[config.mk]
export PLATFORM = sky130hd
export DESIGN_NAME = alu_result_buffer
export DESIGN_NICKNAME = d
export VERILOG_FILES = /design/src/rtl/alu_result_buffer.sv
export SDC_FILE = /design/constraint.sdc
export NUM_CORES = 1
export LEC_CHECK = 0
export CORE_UTILIZATION = 50
export DETAILED_ROUTE_END_ITERATION = 10
export DONT_BUFFER_PORTS = 1
export HOLD_SLACK_MARGIN = 0.06
export PLACE_DENSITY = 0.66
export SLEW_MARGIN = 10
export SYNTH_ARGS = -nofsm -noshare
export SYNTH_HDL_FRONTEND = slang
export SYNTH_SLANG_ARGS = --single-unit
[constraint.sdc]
create_clock -name clk_i -period 19.6 [get_ports clk_i]
set_input_delay 3.92 -clock clk_i [delete_from_list [all_inputs] [get_ports clk_i]]
set_output_delay 3.92 -clock clk_i [all_outputs]
set_load 0.01 [all_outputs]
[src/rtl/alu_result_buffer.sv]
// ALU result buffer: small FIFO between the ALU and writeback, one cycle push-to-head latency.
// Optional stall counter enabled by defining ALU_RESULT_BUFFER_PERF_EN.
package riscv;
  localparam int unsigned XLEN = 64;
endpackage

module alu_result_buffer #(
  parameter int unsigned DEPTH         = 2,
  parameter int unsigned TRANS_ID_BITS = 3
) (
  input  logic                       clk_i,
  input  logic                       rst_ni,
  input  logic                       flush_i,
  input  logic                       alu_valid_i,
  output logic                       alu_ready_o,
  input  logic [riscv::XLEN-1:0]     result_i,
  input  logic                       branch_res_i,
  input  logic [TRANS_ID_BITS-1:0]   trans_id_i,
  output logic                       wb_valid_o,
  input  logic                       wb_ready_i,
  output logic [riscv::XLEN-1:0]     wb_result_o,
  output logic                       wb_branch_res_o,
  output logic [TRANS_ID_BITS-1:0]   wb_trans_id_o,
  output logic [$clog2(DEPTH):0]     count_o,
  output logic [31:0]                stall_cnt_o
);
  localparam int unsigned PTR_W = $clog2(DEPTH);
  localparam int unsigned CNT_W = PTR_W + 1;

  typedef struct packed {
    logic [riscv::XLEN-1:0]   result;
    logic                     branch_res;
    logic [TRANS_ID_BITS-1:0] trans_id;
  } entry_t;

  entry_t             mem [DEPTH];
  entry_t             entry_in, head;
  logic [PTR_W-1:0]   rd_ptr_q, wr_ptr_q;
  logic [CNT_W-1:0]   count_q;
  logic               push, pop;

  assign alu_ready_o = (count_q < CNT_W'(DEPTH));
  assign wb_valid_o  = (count_q != '0);
  assign push        = alu_valid_i & alu_ready_o;
  assign pop         = wb_valid_o & wb_ready_i;
  assign count_o     = count_q;

  assign entry_in = '{result: result_i, branch_res: branch_res_i, trans_id: trans_id_i};

  always_ff @(posedge clk_i or negedge rst_ni) begin
    if (!rst_ni) begin
      rd_ptr_q <= '0;
      wr_ptr_q <= '0;
      count_q  <= '0;
    end else if (flush_i) begin
      rd_ptr_q <= '0;
      wr_ptr_q <= '0;
      count_q  <= '0;
    end else begin
      if (push) wr_ptr_q <= wr_ptr_q + PTR_W'(1);
      if (pop)  rd_ptr_q <= rd_ptr_q + PTR_W'(1);
      case ({push, pop})
        2'b10:   count_q <= count_q + CNT_W'(1);
        2'b01:   count_q <= count_q - CNT_W'(1);
        default: count_q <= count_q;
      endcase
    end
  end

  // Storage is unreset; empty-state outputs are masked below.
  always_ff @(posedge clk_i) begin
    if (push && !flush_i) mem[wr_ptr_q] <= entry_in;
  end

  assign head            = mem[rd_ptr_q];
  assign wb_result_o     = wb_valid_o ? head.result     : '0;
  assign wb_branch_res_o = wb_valid_o ? head.branch_res : 1'b0;
  assign wb_trans_id_o   = wb_valid_o ? head.trans_id   : '0;

`ifdef ALU_RESULT_BUFFER_PERF_EN
  logic [31:0] stall_cnt_q;

  always_ff @(posedge clk_i or negedge rst_ni) begin
    if (!rst_ni)
      stall_cnt_q <= '0;
    else if (wb_valid_o && !wb_ready_i && stall_cnt_q != 32'hFFFF_FFFF)
      stall_cnt_q <= stall_cnt_q + 32'd1;
  end

  assign stall_cnt_o = stall_cnt_q;
`else
  assign stall_cnt_o = '0;
`endif

endmodule

[Word-level counts from Yosys, hierarchy flattened]
Memories as Yosys holds them, arrays and structs flattened.
Index checks and enable logic that the tools add are counted.
Cells by class
  add/subtract/negate cells: 4
  magnitude comparators: 1
  eq/ne operators: 2
  multiplexer cells: 11
  bitwise logic cells: 2
  reductions and logical operators: 6
Operator list (count)
  $mux W64: 1
  $mux W1: 7
  $reduce_bool A2 Y1: 3
  $pmux W2 S2: 1
  $mux W3: 1
  $reduce_bool A3 Y1: 1
  $add A1 B1 Y1 const B: 2
  $add A2 B1 Y2 const B: 1
  $and A1 B1 Y1: 2
  $eq A2 B1 Y1 const B: 1
  $eq A2 B2 Y1 const B: 1
  $lt A2 B2 Y1 const B: 1
  $mux W2: 1
  $sub A2 B1 Y2 const B: 1
  $logic_and A1 B1 Y1: 1
  $logic_not A1 Y1: 1
Word-level totals
  register bits: 4
  RAM bits: 136
  output and inout bits: 104
  memories: 1
Memory list
  mem: words 2, bits a word 68, read ports 1, clocked after memory_dff 0, write ports 1, RTL line 36  | entry_t mem [DEPTH];

[Longest topological paths before layout]
  depth after elaboration: 5
  gate-level depth with buffers: 5
  depth with buffers taken out: 3

[Worst setup path after synthesis]
OpenSTA, ideal clock, no wires.
  path kind: input to register
  start point: in alu_valid_i
  end point: mem mem[1][0] (netlist bit), enable pin
  setup time: 592 ps
  arrival time: 9028 ps
  data required time: 19008 ps
  path slack: 9980 ps
  stages on the path: 2
  path through: nand2b_1 -> nor3b_1
On the way
  word-level cells in the longest chain between the ends: 4
Ends and longest elaborated chain
  start, declared: RTL line 14  | input logic alu_valid_i,
  $and A1 B1 Y1: RTL line 44  | assign push = alu_valid_i & alu_ready_o;
  $logic_and A1 B1 Y1: RTL line 72  | if (push && !flush_i) mem[wr_ptr_q] <= entry_in;
  $mux W1: RTL line 72
  $mux W1 (implied by the code): RTL line 72
  end, declared: RTL line 36
No other way between the ends.

[Worst setup path after layout]
  start point: reg count_q[1] (netlist: count_o[1])
  end point: out wb_result_o[54] (netlist bit)
On the way
  word-level cells in the longest chain between the ends: 2
Ends and longest elaborated chain
  start, declared: RTL line 39  | logic [CNT_W-1:0] count_q;
  start signal, assigned: RTL line 63  | 2'b10: count_q <= count_q + CNT_W'(1);
  start signal, assigned: RTL line 64  | 2'b01: count_q <= count_q - CNT_W'(1);
  start signal, assigned: RTL line 65  | default: count_q <= count_q;
  $reduce_bool A2 Y1: RTL line 43  | assign wb_valid_o = (count_q != '0);
  $mux W64: RTL line 76  | assign wb_result_o = wb_valid_o ? head.result : '0;
  end, declared: RTL line 21  | output logic [riscv::XLEN-1:0] wb_result_o,
No other way between the ends.

==> Flow_metrics.wiki <==
{| class="wikitable"
! Metric !! Value
|-
| Combined global-route utilization of all metal layers || 0.159
|-
| Post-placement cell area || 5580 µm²
|-
| Element type at the critical path start || flip-flop
|-
| Via count of the first global-routing pass || 2541
|-
| Drt drc || 0
|-
| Synth Area per Inst || 16.3 µm²
|-
| Count of state elements after synthesis || 140
|-
| Via-per-instance ratio || 5.21
|-
| Period utilization || 0.319
|-
| Number of endpoints failing setup at the final stage || 0
|-
| Initial antenna violation count || 0
|-
| Area taken by multi-input logic gates || 1180 µm²
|-
| Post-Synthesis Cell Area || 5600 µm²
|-
| Placed cell count || 471
|-
| Number of iterations in the first detailed-routing pass || 4
|-
| Die Y || 108 µm
|-
| Number of I/O port buffers || 0
|-
| Arrival time reported for the critical path endpoint || 2340 ps
|-
| Type of the most critical hold path || flip-flop to flip-flop
|-
| Resized Gates After CTS || 0
|-
| VDD IR max || 0.0619 mV
|-
| Site row count || 38
|-
| Slowest cell on the critical path || sky130_fd_sc_hd__nor2_4
|-
| Worst slew pin tran || 1210 ps
|-
| Final slew viol count || 0
|-
| Number of hold buffers added after cts || 0
|-
| Cell type with the highest aggregate area in the netlist || sky130_fd_sc_hd__edfxtp_1
|-
| Post-CTS Setup Inserts || 0
|-
| Normalized max-slew margin || 0.193
|-
| Vias after detailed routing || 2614
|-
| Die width || 108 µm
|-
| Share of Yosys cell area claimed by the top area cell type || 0.729
|-
| Number of inserted filler cells in the final layout || 848
|-
| Leading cell type in the layout, fill and taps excluded || sky130_fd_sc_hd__edfxtp_1
|-
| Number of distinct standard cells referenced by the synthesized netlist || 21
|-
| Pin count of the biggest net entering global routing || 70
|-
| Buffer depth of the longest clock path || 2
|-
| Summed area of non-filler cells in the final layout || 6200 µm²
|-
| Clock insertion delay at the later pin of the skew report || 510 ps
|-
| Buf/Inv on CP || 1
|-
| Initial cell density of the core || 0.514
|-
| Final WL || 8840 µm
|-
| Crit Path Max Fanout || 43
|-
| Highest cell delay on the worst timing path || 570 ps
|-
| Synthesized netlist cell count || 343
|-
| Setup ws final || 13340 ps
|-
| Outcome || complete, no violations
|-
| Total inserted antenna cells || 0
|-
| Cell types with the largest area share after synthesis || sky130_fd_sc_hd__edfxtp_1, sky130_fd_sc_hd__mux2i_1, sky130_fd_sc_hd__buf_4
|-
| Unrepaired setup endpoints after global routing || no
|-
| Clk slew on worst S/H paths || 60 ps
|-
| Worst EP required || 15680 ps
|-
| HPWL reported at the end of detailed placement || 5360 µm
|-
| Ratio of cells with drive above 1 in the final layout || 0.105
|-
| Critical Path, Cell by Cell || nor2_4 -> buf_4 -> nor2_1
|-
| Area growth syn-to-layout || 10.8%
|-
| CTS tree || done
|-
| Max Clock Freq || 160 MHz
|-
| Post-layout net count || 423
|-
| Lkg Pwr || 2.07 nW
|-
| Clock buffers created by TritonCTS || 17
|-
| Family of cells with the greatest summed delay on the critical path || simple AND/OR/NAND/NOR gates
|-
| Final hold violation count || 0
|-
| Max H-tree Level || 4
|-
| Number of max-capacitance violations reported || 0
|-
| Final cell count without fillers || 502
|-
| Die outline area || 11600 µm²
|-
| Total negative slack for setup checks || 0 ps
|-
| Core ar. || 10900 µm²
|-
| Number of warnings reported in the yosys synthesis log || 0
|-
| Global-route wire length before repair || 13000 µm
|-
| Sequential-to-total area share from yosys stat || 0.747
|-
| Worst setup EP type || primary output
|-
| Fin crit period || 6260 ps
|-
| Hold Slack || 623 ps
|-
| Class of the most critical setup path || flip-flop to primary output
|-
| Worst slack, placed || 13820 ps
|-
| DRT antenna net count || 0
|-
| Final RePlAce weighted congestion || 0.738
|-
| Layout Skew || 7.74 ps
|-
| Combined flip-flop and latch cell area || 4190 µm²
|-
| Power density over the cells || 116 nW/µm²
|-
| Routed wirelength normalized by instance count || 17.6 µm
|-
| Commonest cells after routing, fill and taps aside || sky130_fd_sc_hd__edfxtp_1, sky130_fd_sc_hd__nor2_1, sky130_fd_sc_hd__mux2i_1, sky130_fd_sc_hd__conb_1, sky130_fd_sc_hd__clkbuf_16
|-
| Number of placed I/O pins || 177
|-
| First-iteration detailed-routing DRC count || 133
|-
| CTS root buf || sky130_fd_sc_hd__clkbuf_8
|-
| Final global-route overflow total || 0
|-
| Number of clock sinks || 140
|}
-- path summary, 6_finish.rpt --
kind / from / end / slack, ps / cells after the start
worst max register to register: count_o[1]$_DFFE_PN0P_ / mem[0][14]$_DFFE_PP_ / 17250 / 3
min in group asynchronous: rst_ni / rd_ptr_q$_DFFE_PN0P_ / 3100 / 0
worst min register to register: wr_ptr_q$_DFFE_PN0P_ / wr_ptr_q$_DFFE_PN0P_ / 620 / 2
worst min-delay path: wr_ptr_q$_DFFE_PN0P_ / wr_ptr_q$_DFFE_PN0P_ / 620 / 2
worst max-delay path: count_o[1]$_DFFE_PN0P_ / wb_result_o[54] / 13340 / 3
max in group asynchronous: rst_ni / rd_ptr_q$_DFFE_PN0P_ / 16430 / 0
-- flip-flops by register name (all words and copies together) (netlist names) --
name and count:
mem 136, rd_ptr_q 1, wr_ptr_q 1, count_o 2
-- cell usage after synthesis --
library cell,count
sky130_fd_sc_hd__edfxtp_1,136
sky130_fd_sc_hd__nor2_1,70
sky130_fd_sc_hd__mux2i_1,68
sky130_fd_sc_hd__buf_4,40
sky130_fd_sc_hd__buf_2,5
sky130_fd_sc_hd__dfrtp_1,4
sky130_fd_sc_hd__buf_8,2
sky130_fd_sc_hd__inv_1,2
sky130_fd_sc_hd__nand2b_1,2
sky130_fd_sc_hd__o21ai_0,2
sky130_fd_sc_hd__xor2_1,2
sky130_fd_sc_hd__a21oi_1,1
sky130_fd_sc_hd__a21oi_2,1
sky130_fd_sc_hd__and2b_1,1
sky130_fd_sc_hd__conb_1,1
sky130_fd_sc_hd__mux2_4,1
sky130_fd_sc_hd__nand2_1,1
sky130_fd_sc_hd__nor2_2,1
sky130_fd_sc_hd__nor2b_1,1
sky130_fd_sc_hd__nor3_1,1
sky130_fd_sc_hd__nor3b_1,1
-- metal layers --
metal / global-route usage / part of all wire / up-vias
met3: 0.0805 / 0.11 / 13
met1: 0.156 / 0.36 / 1267
li1: - / - / 1193
met4: 0.0802 / 0.016 / 0
met5: 0 / 0 / -
met2: 0.272 / 0.51 / 141
-- layout make-up --
cell class              instances  area share
clock inverters                12      0.0317
inverters                       2     0.00121
well taps                     140      0.0282
multi-input cells             185       0.191
repair buffers                  4     0.00484
flip-flops and latches        140       0.675
clock buffers                  19      0.0680
-- worst register-to-register path, stage by stage (launching register included) --
cell and delay, ps:
sky130_fd_sc_hd__dfrtp_1 500, sky130_fd_sc_hd__nand2b_1 300, sky130_fd_sc_hd__nor3_2 370, sky130_fd_sc_hd__buf_4 760
-- cell families (layout without fill, tap and decap cells) --
| logic type | count (synthesis) | in the layout | share of synthesized area |
|---|---|---|---|
| muxes | 69 | 69 | 0.124 |
| AOI/OAI and AO/OA | 4 | 4 | 0.00425 |
| xor gates and xnor gates | 2 | 2 | 0.00313 |
| and+or+nand+nor | 78 | 78 | 0.0556 |
| other | 1 | 32 | 0.000670 |
| DFF | 140 | 140 | 0.747 |
| buffers and inverters | 49 | 37 | 0.0648 |
-- where the power goes --
part / switching (mW) / internal [mW]
registers: 0.00879 / 0.343
clock network: 0.114 / 0.218
logic: 0.0257 / 0.0127
total: 0.148 / 0.573
-- metrics by stage --
| stage | util | total power [mW] |
|---|---|---|
| 2_1_floorplan | - | 0.396 |
| 3_3_place_gp | 0.513 | 0.396 |
| 3_5_place_dp | 0.513 | 0.397 |
| 4_1_cts | 0.570 | 0.729 |
| 5_1_grt | 0.570 | 0.746 |
| 6_report | 0.570 | 0.721 |
Note: power is estimated with default switching activity, not from simulation.
